### src/rtl/hazard_sequencer.sv
// Central sequencer for the 5-stage MIPS pipeline: stage enables/clears, RAW stall,
// branch/jump flush, single-step gating and LCD statistics counters.
module hazard_sequencer #(
    parameter int CNT_W     = 16,
    parameter int MAX_STALL = 4,
    parameter int WB_HAZARD = 0
) (
    input  logic             clk,
    input  logic             rst,
    input  logic             step_mode,
    input  logic             step_req,
    input  logic             id_valid,
    input  logic [4:0]       id_rs,
    input  logic [4:0]       id_rt,
    input  logic             id_rs_used,
    input  logic             id_rt_used,
    input  logic             exe_wen,
    input  logic [4:0]       exe_waddr,
    input  logic             mem_wen,
    input  logic [4:0]       mem_waddr,
    input  logic             wb_wen,
    input  logic [4:0]       wb_waddr,
    input  logic             mem_valid,
    input  logic             mem_redirect,
    output logic             if_en,
    output logic             id_en,
    output logic             exe_en,
    output logic             mem_en,
    output logic             wb_en,
    output logic             id_rst,
    output logic             exe_rst,
    output logic             mem_rst,
    output logic             wb_rst,
    output logic             pc_redirect,
    output logic [1:0]       state,
    output logic [CNT_W-1:0] cycle_cnt,
    output logic [CNT_W-1:0] stall_cnt,
    output logic [CNT_W-1:0] flush_cnt,
    output logic             stall_err
);

    typedef enum logic [1:0] {
        RUN   = 2'd0,
        STALL = 2'd1,
        FLUSH = 2'd2,
        HOLD  = 2'd3
    } state_t;

    localparam int SR_W = ($clog2(MAX_STALL + 1) > 3) ? $clog2(MAX_STALL + 1) : 3;
    localparam logic [SR_W-1:0]  SR_MAX   = '1;
    localparam logic [SR_W-1:0]  SR_LIMIT = SR_W'(MAX_STALL);
    localparam logic [CNT_W-1:0] CNT_MAX  = '1;

    // A source only conflicts if it is actually read, is not $0, and the writer commits.
    function automatic logic srcHit(input logic [4:0] src, input logic used,
                                    input logic wen, input logic [4:0] waddr);
        return used && (src != 5'd0) && wen && (src == waddr);
    endfunction

    logic             w_adv;
    logic             w_redir;
    logic             w_hzd;
    logic             w_exeHit;
    logic             w_memHit;
    logic             w_wbHit;
    state_t           w_class;
    state_t           r_state;
    logic [SR_W-1:0]  w_stallRunNext;
    logic [SR_W-1:0]  r_stallRun;
    logic [CNT_W-1:0] r_cycleCnt;
    logic [CNT_W-1:0] r_stallCnt;
    logic [CNT_W-1:0] r_flushCnt;
    logic             r_stallErr;

    assign w_adv    = !step_mode || step_req;
    assign w_redir  = mem_valid && mem_redirect;
    assign w_exeHit = srcHit(id_rs, id_rs_used, exe_wen, exe_waddr) ||
                      srcHit(id_rt, id_rt_used, exe_wen, exe_waddr);
    assign w_memHit = srcHit(id_rs, id_rs_used, mem_wen, mem_waddr) ||
                      srcHit(id_rt, id_rt_used, mem_wen, mem_waddr);
    assign w_wbHit  = (WB_HAZARD != 0) &&
                      (srcHit(id_rs, id_rs_used, wb_wen, wb_waddr) ||
                       srcHit(id_rt, id_rt_used, wb_wen, wb_waddr));
    assign w_hzd    = id_valid && (w_exeHit || w_memHit || w_wbHit);

    always_comb begin
        w_class     = RUN;
        if_en       = 1'b1;
        id_en       = 1'b1;
        exe_en      = 1'b1;
        mem_en      = 1'b1;
        wb_en       = 1'b1;
        id_rst      = 1'b0;
        exe_rst     = 1'b0;
        mem_rst     = 1'b0;
        wb_rst      = 1'b0;
        pc_redirect = 1'b0;
        if (rst) begin
            {if_en, id_en, exe_en, mem_en, wb_en} = 5'b00000;
            {id_rst, exe_rst, mem_rst, wb_rst}    = 4'b1111;
        end else if (!w_adv) begin
            w_class = HOLD;
            {if_en, id_en, exe_en, mem_en, wb_en} = 5'b00000;
        end else if (w_redir) begin
            // The branch itself retires through WB; only the three younger slots are squashed.
            w_class     = FLUSH;
            id_rst      = 1'b1;
            exe_rst     = 1'b1;
            mem_rst     = 1'b1;
            pc_redirect = 1'b1;
        end else if (w_hzd) begin
            w_class = STALL;
            if_en   = 1'b0;
            id_en   = 1'b0;
            exe_rst = 1'b1;
        end
    end

    always_comb begin
        w_stallRunNext = '0;
        case (w_class)
            STALL:   w_stallRunNext = (r_stallRun == SR_MAX) ? r_stallRun : r_stallRun + SR_W'(1);
            HOLD:    w_stallRunNext = r_stallRun;
            default: w_stallRunNext = '0;
        endcase
    end

    always_ff @(posedge clk) begin
        if (rst) begin
            r_state    <= RUN;
            r_stallRun <= '0;
            r_cycleCnt <= '0;
            r_stallCnt <= '0;
            r_flushCnt <= '0;
            r_stallErr <= 1'b0;
        end else begin
            r_state    <= w_class;
            r_stallRun <= w_stallRunNext;
            if (w_adv && (r_cycleCnt != CNT_MAX))
                r_cycleCnt <= r_cycleCnt + CNT_W'(1);
            if ((w_class == STALL) && (r_stallCnt != CNT_MAX))
                r_stallCnt <= r_stallCnt + CNT_W'(1);
            if ((w_class == FLUSH) && (r_flushCnt != CNT_MAX))
                r_flushCnt <= r_flushCnt + CNT_W'(1);
            if ((w_class == STALL) && (w_stallRunNext >= SR_LIMIT))
                r_stallErr <= 1'b1;
        end
    end

    assign state     = r_state;
    assign cycle_cnt = r_cycleCnt;
    assign stall_cnt = r_stallCnt;
    assign flush_cnt = r_flushCnt;
    assign stall_err = r_stallErr;

endmodule

### config.mk
export PLATFORM = sky130hd
export DESIGN_NAME = hazard_sequencer
export DESIGN_NICKNAME = d
export VERILOG_FILES = /design/src/rtl/hazard_sequencer.sv
export SDC_FILE = /design/constraint.sdc
export NUM_CORES = 1
export LEC_CHECK = 0
export CORE_UTILIZATION = 45
export DETAILED_ROUTE_END_ITERATION = 16
export PLACE_DENSITY_LB_ADDON = 0.08
export SETUP_SLACK_MARGIN = 0.5
export SLEW_MARGIN = 20
export SYNTH_ARGS = -nofsm -noshare
export SYNTH_HDL_FRONTEND = slang
export SYNTH_SLANG_ARGS = --single-unit
### constraint.sdc
create_clock -name clk -period 3.55 [get_ports clk]
set_clock_uncertainty 0.15 [all_clocks]
set_input_delay 1.065 -clock clk [delete_from_list [all_inputs] [get_ports clk]]
set_output_delay 1.065 -clock clk [all_outputs]
set_load 0.01 [all_outputs]
==> Yosys cells after proc, flatten, opt, wreduce, memory -nomap -nowiden <==
Index checks and enable logic that the tools add are counted.
{ "classes": {"n_addsub": 4, "multipliers": 0, "div_mod_pow": 0, "magnitude_cmp": 1, "n_eq_ne": 11, "n_shift": 0, "muxes": 21, "bitwise": 0, "n_reduce_logical": 23} }
{ "ops": {"columns": ["cell", "n"], "rows": [
  ["adder 16 x 1 -> 16 bit (second input constant)", 3],
  ["!= test 16 bit (second input constant)", 3],
  ["== test 5 bit", 4],
  ["logical AND 1 bit", 16],
  ["two-way mux 1 bit", 16],
  ["nonzero test 5 bit", 2],
  ["two-way mux 2 bit", 3],
  ["one-hot mux 3 bit (2 select lines)", 1],
  ["== test 2 bit (second input constant)", 2],
  ["logical OR 1 bit", 4],
  ["adder 3 x 1 -> 3 bit (second input constant)", 1],
  ["== test 3 bit (second input constant)", 1],
  [">= comparator 3 bit (second input constant)", 1],
  ["two-way mux 3 bit", 1],
  ["== test 2 x 1 -> 1 bit (second input constant)", 1],
  ["zero test 1 bit", 1]
]} }
{ "word_totals": {"regBits": 54, "latchBits": 0, "mem_bits_rw": 0, "mem_bits_ro": 0, "input_bits": 37, "out_inout_bits": 61, "mem_count": 0} }

==> Depth between registers and ports, before layout <==
Gate-level depths: netlist of the first run.
{ "depth": {"word_depth": 15, "depth_mapped": 9} }

==> Least setup slack after synthesis of the first run <==
Ideal clock, no wire load.
{ "synth_timing": {"kind": "input to output", "start": "in id_rt[1]", "end": "out if_en", "arrival_ps": 2413, "t_required_ps": 2335, "path_slack_ps": -78, "cell_stages": 6, "n_path_buf": 1, "cell_sequence": "or4_1 > o21ai_1 > o22ai_4 > nand2_1 > and2_1 > buf_4"} }
{ "synth_via": {"elab_chain_cells": 11, "word_cells_on_any_way": 16, "cone_classes": "eq/ne: 2; mux: 4; reduce/logical: 10"} }
{ "synth_lines": {"columns": ["item", "line_no", "source"], "rows": [
  ["start: declaration", "14", "input logic [4:0] id_rt,"],
  ["nonzero test 5 bit", "57", "return used && (src != 5'd0) && wen && (src == waddr);"],
  ["logical AND 1 bit (3 in series)", "57", null],
  ["logical OR 1 bit, on equally long branches", "77, 79", null],
  ["logical OR 1 bit *", "84", "assign w_hzd = id_valid && (w_exeHit || w_memHit || w_wbHit);"],
  ["logical AND 1 bit *", "84", null],
  ["two-way mux 1 bit * (4 in series)", null, null],
  ["end: declaration", "25", "output logic if_en,"]
]} }
Mark *: on every way between the ends. The rest lies on a longest branch, timed or not.

==> Final worst setup path of the first run <==
{ "layout_timing": {"start": "in id_rs[2]", "end": "out if_en"} }
{ "layout_via": {"elab_chain_cells": 11, "word_cells_on_any_way": 16, "cone_classes": "eq/ne: 2; mux: 4; reduce/logical: 10"} }
{ "layout_lines": {"columns": ["item", "line_no", "source"], "rows": [
  ["start: declaration", "13", "input logic [4:0] id_rs,"],
  ["nonzero test 5 bit", "57", null],
  ["logical AND 1 bit (3 in series)", "57", null],
  ["logical OR 1 bit, on equally long branches", "77, 79", null],
  ["logical OR 1 bit *", "84", null],
  ["logical AND 1 bit *", "84", null],
  ["two-way mux 1 bit *", "111", "end else if (w_hzd) begin"],
  ["two-way mux 1 bit *", "104", "end else if (w_redir) begin"],
  ["two-way mux 1 bit *", "101", "end else if (!w_adv) begin"],
  ["two-way mux 1 bit *", "98", "if (rst) begin"]
]} }
Marked as above.

==> results of run 1 <==
[power by group]
group	internal, W	total (W)	switching, W	leakage (nW)
sequential	0.000611	0.000617	0.00000533	0.436
combinational	0.0000994	0.000182	0.0000825	1.13
clock	0.000212	0.000430	0.000218	0.0585
[stage by stage]
stage / power, W / worst slack [ps] / util / hold WS (ps)
finish: 0.001229 / -149.8 / 0.7303 / 348.1
global placement: 0.0007860 / -831.6 / 0.6580 / 298.4
CTS: 0.001227 / -112.8 / 0.7048 / 326.6
detailed placement: 0.0007889 / -860.3 / 0.6580 / 314.6
global route: 0.001274 / -223.8 / 0.7303 / 371.9
floorplan: 0.0006968 / 31.58 / - / 298.8
[worst max-delay path: cells and delay by family]
kind / cells / cell delay (ps)
AND/OR/NAND/NOR: 3 / 590
XOR/XNOR: 1 / 150
buffers and inverters: 2 / 230
AO/OA/AOI/OAI: 2 / 440
[repair_timing]
| action | CTS | global route |
|---|---|---|
| pin swaps | 28 | 23 |
| buffers inserted | 13 | 5 |
| resized for setup | 147 | 41 |
| gates cloned | 1 | 1 |
| setup endpoints to repair | 24 | 22 |
[cell type report]
cell class,instances,area [um^2],area share
Multi-Input combinational cell,257,1755,0.4036
Timing Repair Buffer,136,1274,0.2929
Sequential cell,54,1081,0.2486
Tap cell,75,93.84,0.02158
Clock buffer,5,68.82,0.01582
Clock inverter,3,43.79,0.01007
Inverter,8,32.53,0.007480
[placed cells by master (no fill, tap or decap), drive strengths merged, types with 5 or more instances in the layout]
| master | Yosys | routed |
|---|---|---|
| and4 | 5 | 5 |
| xor2 | 35 | 35 |
| a21oi | 21 | 21 |
| dfxtp | 54 | 54 |
| clkdlybuf4s50 | 0 | 56 |
| or3 | 14 | 14 |
| nand3 | 26 | 26 |
| xnor2 | 11 | 11 |
| nand4 | 13 | 13 |
| nor3 | 11 | 11 |
| buf | 7 | 71 |
| nand2 | 21 | 21 |
| and2 | 5 | 5 |
| inv | 8 | 9 |
| o21ai | 17 | 17 |
| nor2 | 38 | 38 |
| and3 | 5 | 5 |
| clkbuf | 9 | 7 |
[routing by layer]
metal | GRT usage | vias up | wire, um
li1 | - | 1423 | -
met1 | 0.2630 | 1351 | 3250
met2 | 0.4277 | 56 | 3933
met3 | 0.04944 | 4 | 283
met4 | 0.05000 | 0 | 38
met5 | 0 | - | 0
[sequential cells by signal, indices dropped and copies added (netlist names)]
register    cells
cycle_cnt      16
stall_cnt      16
flush_cnt      16
state           2
r_stallRun      3
stall_err       1
[path summary, 6_finish.rpt]
path	start	end	slack (ps)	depth (start not counted)
max	id_rs[2]	if_en	-150	8
min	stall_err$_SDFFE_PP0P_	stall_err$_SDFFE_PP0P_	350	1
max reg2reg	flush_cnt[11]$_SDFFE_PP0P_	flush_cnt[8]$_SDFFE_PP0P_	1230	7
min reg2reg	stall_err$_SDFFE_PP0P_	stall_err$_SDFFE_PP0P_	350	1
[kinds of logic (layout without fill, tap and decap cells)]
logic type	count (synthesis)	after routing
simple gates	148	148
compound gates	56	56
flops	54	54
xor+xnor	46	46
buf+inv	24	152
fa+ha+maj	4	4
mux	3	3
[Yosys cell counts, types with 2 or more instances]
| cell type | count |
|---|---|
| and3_1 | 5 |
| o21a_1 | 4 |
| ha_1 | 4 |
| mux2i_1 | 3 |
| nand2_1 | 21 |
| a211oi_1 | 2 |
| nor3_1 | 10 |
| a32oi_1 | 2 |
| o21ai_1 | 5 |
| or4_1 | 4 |
| and2_1 | 5 |
| a21oi_1 | 21 |
| nor2_1 | 38 |
| nand4_1 | 13 |
| or3_1 | 14 |
| xnor2_1 | 11 |
| a21o_1 | 2 |
| dfxtp_1 | 54 |
| o21ai_0 | 12 |
| xor2_1 | 35 |
| buf_4 | 5 |
| nand3_1 | 25 |
| nor4_1 | 3 |
| and4_1 | 5 |
| o31ai_1 | 2 |
| inv_1 | 8 |
| clkbuf_1 | 9 |
==> reports/results.txt, run 1 <==
Worst-path clk slew = 100 ps
DR iter-0 viols = 121
Mapped Nets = 376
Synth area leaders = dfxtp_1 (39%), xor2_1 (11%), nor2_1 (5.1%)
First-pass GRT wire length = 11.75 mm
Hpwl dp = 5.172 mm
FMAX = 270.3 MHz
Critical-path cell list = buf_2, xor2_1, nor4_1, a32oi_1, o22ai_4, nand2_2, and2_4, buf_6
Post-synth ARST share = 0
Adder-cell share of the synthesized area = 0.01787
Starting density of the core = 0.4702
CTS root buf = clkbuf_8
Final hold vios = 0
Avg WL per Cell = 13.95 um
GRT Residual Overflow = 0
Crit path time final = 3700 ps
Filler Cell Count = 508
Final wirelength = 7.505 mm
Core Area = 0.005956 mm^2
WP data required = 2330 ps
Htree depth = 2
Worst skew pair latency = 310 ps
Die X-Extent = 80.89 um
Compound-Gate Fraction of Synth Area = 0.1233
Sum Neg Setup Slack = -577.9 ps
Status = finished, violations left
Post-Synth Simple-Gate Area = 0.2761
Largest family of logic cells by synthesized area = simple AND/OR/NAND/NOR gates
Clock sinks = 54
Final-report max-slew violation count = 0
Seq cells post-synth = 54
DP Area = 0.003919 mm^2
Vias = 2834
Worst VDD drop = 0.0002137 V
Number of port buffers = 91
Hold-fix buffers, CTS = 0
Cells after synthesis = 335
Vias in the first global route = 2555
Final ANT Viol Nets = 0
Lkg Pwr = 1.628 nW
Yosys warning total = 0
Rel. slew slack = 0.6567
Mapped Area = 0.002800 mm^2
Setup CP Type = in2out
Cell count after placement = 510
Fin cells = 538
Share of cells above drive strength 1 = 0.2505
GPL Wtd Cong = 0.7940
Post-route cell area = 0.004349 mm^2
Syn_area_per_cell = 8.359 um^2
Fin worst setup slack = -149.8 ps
Multiplexer share of the synthesized area = 0.01072
Worst slew pin tran = 511.0 ps
Post-Synth XOR/XNOR Area = 0.1439
Largest net degree at the start of global routing = 21
Die Area = 0.006542 mm^2
Hold Path Class = reg2reg
Initial antenna violation count = 0
Tcrit/Tclk final = 1.042
Final net count = 503
Cell taking the most area after synthesis = dfxtp_1
I/O pin cnt = 98
Sequential-to-total area share from yosys stat = 0.3861
Num rows = 28
CTS Buf Count = 5
Clock Path Buffers = 2
Routed vias/inst = 5.268
Final setup violation count = 5
CP Capture Type = output port
Total Routing Usage GR = 0.2287
Post-synth top area share = 0.3861
Slowest cell on crit path = nor4_1
N_diodes = 0
Slowest stage delay, CP = 340 ps
MaxCap Viol Count = 0
Power per Cell Area = 282.5 mW/mm^2
Worst Path Arrival = 2480 ps
DRT Pass-1 Iters = 5
Startpoint Class = input port
Post-synth EDFFs = 0
Distinct cells, synth = 40
CTS tree = built
Failing checks = negative setup slack
Primary FF master, synth = dfxtp_1
Unrepaired setup endpoints after global routing = yes
Crit-path max FO = 3
Die Y = 80.89 um
Layout area overhead = 55.32%
Post-route DRC = 0
Power figures use the tool's default switching activity.
==> run 2, diff against run 1 <==
- SLEW_MARGIN: 20 -> not set
==> results of run 2 <==
Same layout as run 1: the final DEF is identical, and so are final timing and power.
==> run 3, diff against run 2 <==
- CTS_CLUSTER_DIAMETER: not set -> 50
- CTS_CLUSTER_SIZE: not set -> 14
==> results of run 3 <==
Same layout as run 1: the final DEF is identical, and so are final timing and power.
